**src/rtl/game_walk_ctrl_pkg.sv**
```systemverilog
// Shared definitions for the walk controller: state field slices, board
// border coordinates and the controller FSM encoding.
package game_walk_ctrl_pkg;

    localparam int STATE_W = 134;
    localparam int WAY_MSB = 133;
    localparam int WAY_LSB = 70;
    localparam int BOX_MSB = 69;
    localparam int BOX_LSB = 6;
    localparam int MAN_W   = 6;

    localparam logic [2:0] BORDER_LO = 3'd0;
    localparam logic [2:0] BORDER_HI = 3'd7;

    typedef enum logic [1:0] {
        ST_IDLE = 2'd0,
        ST_WALK = 2'd1,
        ST_WIN  = 2'd2
    } walk_state_t;

    // A cell on the outer ring is never a legal walk target.
    function automatic logic on_border(input logic [MAN_W-1:0] pos);
        return (pos[2:0] == BORDER_LO) || (pos[2:0] == BORDER_HI) ||
               (pos[5:3] == BORDER_LO) || (pos[5:3] == BORDER_HI);
    endfunction

endpackage

```
**src/rtl/game_walk_ctrl_pace_timer.sv**
```systemverilog
// Step pacing down-counter: reloads to STEP_DIV-1 and raises tick for one
// cycle whenever it sits at zero while running.
module game_pace_timer #(
    parameter int STEP_DIV = 4
) (
    input  logic clk,
    input  logic rst,
    input  logic reload,
    input  logic run,
    output logic tick
);

    localparam int CNT_W = (STEP_DIV > 1) ? $clog2(STEP_DIV) : 1;
    localparam logic [CNT_W-1:0] RELOAD_VAL = CNT_W'(STEP_DIV - 1);

    logic [CNT_W-1:0] count;

    // Count down while running; a reload always wins so each step restarts cleanly.
    always_ff @(posedge clk) begin
        if (rst) begin
            count <= '0;
        end else if (reload) begin
            count <= RELOAD_VAL;
        end else if (run && (count != '0)) begin
            count <= count - 1'b1;
        end
    end

    assign tick = run && (count == '0);

endmodule

```
**src/rtl/game_walk_ctrl.sv**
```systemverilog
// Walk controller: holds the committed game state, accepts clicks and steps
// the external mover toward the clicked cell at a paced rate.
module game_walk_ctrl
    import game_walk_ctrl_pkg::*;
#(
    parameter int STEP_DIV   = 4,
    parameter int WALK_LIMIT = 16,
    parameter int STEP_W     = 16
) (
    input  logic               clk,
    input  logic               rst,
    input  logic               load,
    input  logic [STATE_W-1:0] level_state,
    input  logic [63:0]        level_goal,
    input  logic               click_valid,
    input  logic [MAN_W-1:0]   click_pos,
    output logic               click_ready,
    output logic [STATE_W-1:0] mv_state,
    output logic [MAN_W-1:0]   mv_cursor,
    input  logic [STATE_W-1:0] mv_next,
    input  logic               mv_result,
    output logic [STATE_W-1:0] game_state,
    output logic               busy,
    output logic               blocked,
    output logic               win,
    output logic [STEP_W-1:0]  step_count
);

    localparam int WC_W = $clog2(WALK_LIMIT + 1);
    localparam logic [WC_W-1:0] LAST_STEP = WC_W'(WALK_LIMIT - 1);

    walk_state_t        state_q;
    logic [STATE_W-1:0] game_state_q;
    logic [63:0]        goal_q;
    logic [MAN_W-1:0]   cursor_q;
    logic [STEP_W-1:0]  step_count_q;
    logic [WC_W-1:0]    walk_cnt_q;
    logic               loaded_q;
    logic               blocked_q;

    logic [MAN_W-1:0]   man;
    logic [63:0]        box;
    logic               win_c;
    logic               ready_c;
    logic               click_ok;
    logic               walking;
    logic               step_tick;
    logic               timer_reload;

    assign man      = game_state_q[MAN_W-1:0];
    assign box      = game_state_q[BOX_MSB:BOX_LSB];
    assign win_c    = loaded_q && (box == goal_q) && (goal_q != '0);
    assign ready_c  = loaded_q && (state_q == ST_IDLE) && !win_c;
    assign click_ok = click_valid && ready_c && (click_pos != man) && !on_border(click_pos);
    assign walking  = (state_q == ST_WALK);

    assign timer_reload = !load && (click_ok || step_tick);

    game_pace_timer #(
        .STEP_DIV(STEP_DIV)
    ) u_pace (
        .clk   (clk),
        .rst   (rst),
        .reload(timer_reload),
        .run   (walking),
        .tick  (step_tick)
    );

    // Main controller: load/reset handling, click acceptance, step commit and win latch.
    always_ff @(posedge clk) begin
        if (rst) begin
            state_q      <= ST_IDLE;
            game_state_q <= '0;
            goal_q       <= '0;
            cursor_q     <= '0;
            step_count_q <= '0;
            walk_cnt_q   <= '0;
            loaded_q     <= 1'b0;
            blocked_q    <= 1'b0;
        end else if (load) begin
            state_q      <= ST_IDLE;
            game_state_q <= level_state;
            goal_q       <= level_goal;
            step_count_q <= '0;
            walk_cnt_q   <= '0;
            loaded_q     <= 1'b1;
            blocked_q    <= 1'b0;
        end else begin
            blocked_q <= 1'b0;
            case (state_q)
                ST_IDLE: begin
                    if (win_c) begin
                        state_q <= ST_WIN;
                    end else if (click_ok) begin
                        cursor_q   <= click_pos;
                        walk_cnt_q <= '0;
                        state_q    <= ST_WALK;
                    end
                end
                ST_WALK: begin
                    if (win_c) begin
                        state_q <= ST_WIN;
                    end else if (step_tick) begin
                        if (mv_result) begin
                            game_state_q <= mv_next;
                            walk_cnt_q   <= walk_cnt_q + 1'b1;
                            if (step_count_q != '1) begin
                                step_count_q <= step_count_q + 1'b1;
                            end
                            if (mv_next[MAN_W-1:0] == cursor_q) begin
                                state_q <= ST_IDLE;
                            end else if (walk_cnt_q == LAST_STEP) begin
                                state_q   <= ST_IDLE;
                                blocked_q <= 1'b1;
                            end
                        end else begin
                            state_q   <= ST_IDLE;
                            blocked_q <= 1'b1;
                        end
                    end
                end
                ST_WIN: begin
                    state_q <= ST_WIN;
                end
                default: begin
                    state_q <= ST_IDLE;
                end
            endcase
        end
    end

    assign click_ready = ready_c;
    assign mv_state    = game_state_q;
    assign mv_cursor   = cursor_q;
    assign game_state  = game_state_q;
    assign busy        = walking;
    assign blocked     = blocked_q;
    assign win         = win_c;
    assign step_count  = step_count_q;

endmodule

```
**config.mk**
```make
export PLATFORM = sky130hd
export DESIGN_NAME = game_walk_ctrl
export DESIGN_NICKNAME = d
export VERILOG_FILES = /design/src/rtl/game_walk_ctrl_pkg.sv /design/src/rtl/game_walk_ctrl_pace_timer.sv /design/src/rtl/game_walk_ctrl.sv
export SDC_FILE = /design/constraint.sdc
export NUM_CORES = 1
export LEC_CHECK = 0
export ABC_CLOCK_PERIOD_IN_PS = 2200
export CAP_MARGIN = 20
export CORE_AREA = 2 2 248 250
export DETAILED_ROUTE_END_ITERATION = 16
export DIE_AREA = 0 0 250 252
export HOLD_SLACK_MARGIN = 0.08
export PLACE_DENSITY = 0.51
export SYNTH_ARGS = -nofsm -noshare
export SYNTH_HDL_FRONTEND = slang
export SYNTH_SLANG_ARGS = --single-unit
```
**constraint.sdc**
```tcl
create_clock -name clk -period 2.2 [get_ports clk]
set_input_delay 0.44 -clock clk [delete_from_list [all_inputs] [get_ports clk]]
set_output_delay 0.44 -clock clk [all_outputs]
set_load 0.02 [all_outputs]
```
==> flow_summary_export.csv <==
group,metric,value,unit
drt,drc,0,
place,hpwl,53400,um
final_layout,drive_gt1_share,32.5,%
global_route,antenna_found_initial,10,
final_layout,area_growth,91.5,%
global_route,grt_pass1_vias,16474,
cts,numCtsBuffers,31,
drt,num_vias,16263,
sta,worstMarginPinSlew,0.741,ns
setup_path,crit_path_start_kind,"flop",
place,preCtsSetupSlack,-0.747,ns
setup_path,end_kind,"output port",
power_and_ir_drop,leakage,11.1,nW
drt,wire_per_inst,22.2,um
setup_path,crit_arrival,2.72,ns
logic_synthesis,syn-instance-count,1785,
cts,insertion_delay,0.60,ns
floorplan,core,60100,um2
logic_synthesis,synth.cell_area,14100,um2
logic_synthesis,synth_area_leaders,"dfxtp_1 (33%), nor4_2 (11%), nor3_1 (9.4%)",
logic_synthesis,syn_nets,2132,
place,gp_congestion,0.912,
global_route,grt_pass1_wl,107000,um
sta,slew_headroom,50.6,%
sta,skew,0.0248,ns
floorplan,die_x,250,um
logic_synthesis,ys_seq_area_share,32.7,%
outcome,violations,"negative setup slack",
floorplan,io_pins,637,
global_route,grt_use_total,22.3,%
sta,fmax,316,MHz
drt,drt_wl_total,74000,um
final_layout,nNetsFinal,2876,
logic_synthesis,async_flop_share,0,%
logic_synthesis,ys_types,58,
setup_path,worstPathMaxFanout,2,
outcome,outcome,"finished, violations left",
cts,clock-sinks,231,
logic_synthesis,synth_enable_flop_cells,0,
power_and_ir_drop,peakVddDrop,553,uV
setup_path,critical_path_class,"flop to output port",
global_route,grt_start_max_net_pins,154,
floorplan,fp.dieH,252,um
floorplan,die_area,63000,um2
drt,drt_iter0_drc,862,
floorplan,initial_core_util,23.5,%
drt,first_pass_iters,6,
sta,hold_viol,0,
floorplan,rows,90,
final_layout,final_cell_area,27100,um2
logic_synthesis,synth-seq-cells,231,
sta,fin_crit_sh,144,%
power_and_ir_drop,pwr_density_cell,495,nW/um2
cts,clkTransAtPathRegs,0.06,ns
cts,clock-root-buffer,"clkbuf_16",
worst_hold_path,hold_path.class,"input port to flop",
sta,drv_slew,0,
place,place_area,22500,um2
logic_synthesis,synth_warnings,0,
sta,rsz0062_at_grt,"yes",
place,portBuffers,636,
job,cap_viol_max_count,0,
drt,ant_nets,0,
logic_synthesis,synth_flop_cell,"dfxtp_1",
cts,cts.path.max_buffers,3,
sta,period_minus_slack,3.16,ns
global_route,grt_overflow,0,
logic_synthesis,synth_top_area_share,32.7,%
sta,finalWorstSetupSlack,-0.964,ns
sta,setup_viol,168,
final_layout,mostFrequentLayoutCells,"clkdlybuf4s50_1 (534), nor2_1 (333), buf_4 (251)",
logic_synthesis,syn_avg_cell_area,7.92,um2
drt,viasPerCell,4.87,
cts,h-tree-depth,1,
logic_synthesis,synth_top_area_cell,"dfxtp_1",
final_layout,final_common_cell,"clkdlybuf4s50_1",
cts,cts_tree,"built",
setup_path,cp_data_required_time,1.76,ns
-- sequential cells by signal, indices dropped and copies added, names as in the netlist --
name / cells
u_pace.count: 2
blocked: 1
walk_cnt_q: 5
state_q: 2
loaded_q: 1
goal_q: 64
step_count: 16
game_state: 134
mv_cursor: 6
-- per-layer routing --
layer,wire (um),GRT usage [%]
met1,31100,28.1
met2,37000,39.3
met3,4260,3.70
met4,1720,5.99
met5,26,0
-- metrics by stage --
stage          TNS, ns  utilization, %  std cells  hold WS (ns)  power [mW]
3_5_place_dp    -99.55            37.5       3211         0.476        8.02
3_3_place_gp    -94.97            37.5       3211         0.455        8.01
6_report        -91.35            45.0       3340         0.197        13.4
5_1_grt        -106.87            45.0       3339         0.185        13.9
2_1_floorplan    -2.11               -       1785         0.442        6.22
4_1_cts        -124.12            43.6       3328         0.160        13.5
-- worst paths after layout --
| kind | start | end | slack, ns | cells after the start |
|---|---|---|---|---|
| hold reg to reg | walk_cnt_q[3] | walk_cnt_q[3] | 0.48 | 2 |
| setup / recovery | goal_q[2] | click_ready | -0.96 | 9 |
| setup reg to reg | goal_q[2] | walk_cnt_q[4] | -0.93 | 15 |
| hold / removal | rst | game_state[13] | 0.20 | 2 |
-- worst max-delay path, stage by stage (launching register included) --
cell and delay [ns]:
dfxtp_2 0.32, buf_6 0.11, nor4_4 0.41, nand4_1 0.20, nor4_2 0.25, buf_4 0.18, nor3_4 0.04, and3_4 0.19
nor4b_4 0.23, buf_4 0.19
-- cell type report --
class | count | area [um2]
Antenna cell | 6 | 15.0
Clock buffer | 50 | 981
Clock inverter | 6 | 70.1
Fill cell | 5742 | 33100
Inverter | 22 | 85.1
Multi-Input combinational cell | 1252 | 9950
Sequential cell | 231 | 4740
Tap cell | 782 | 978
Timing Repair Buffer | 991 | 10300
-- report_power, final --
group          internal [mW]  leakage (nW)  switching (mW)
Sequential              4.41          1.93           0.288
Clock                   3.15         0.520            2.11
Combinational           1.84          8.63            1.61
-- cell usage after synthesis, types with 18 or more instances --
library cell / count
xor2_1: 18
xnor2_1: 47
nor3_1: 267
nor2_1: 334
mux2i_1: 73
a21oi_1: 147
nand2b_1: 20
clkbuf_1: 117
or4_1: 19
inv_1: 21
nand4_1: 32
nor4_1: 30
nor4_2: 123
buf_4: 146
nand2_1: 26
dfxtp_1: 231
-- repair_timing --
action,in CTS,in global routing
gates cloned,13,2
hold endpoints to repair,0,0
setup endpoints to repair,239,261
hold buffers,0,0
setup buffers,64,26
pin swaps,211,116
resized for setup,379,247
-- logic make-up after synthesis --
group	synth area share, %
AO/OA/AOI/OAI	8.09
flip-flops	32.7
buffers and inverters	12.2
multiplexers	5.25
AND/OR/NAND/NOR	37.4
adder cells (fa/ha/maj)	0.354
XOR/XNOR	4.03
Note: power is estimated with default switching activity, not from simulation.
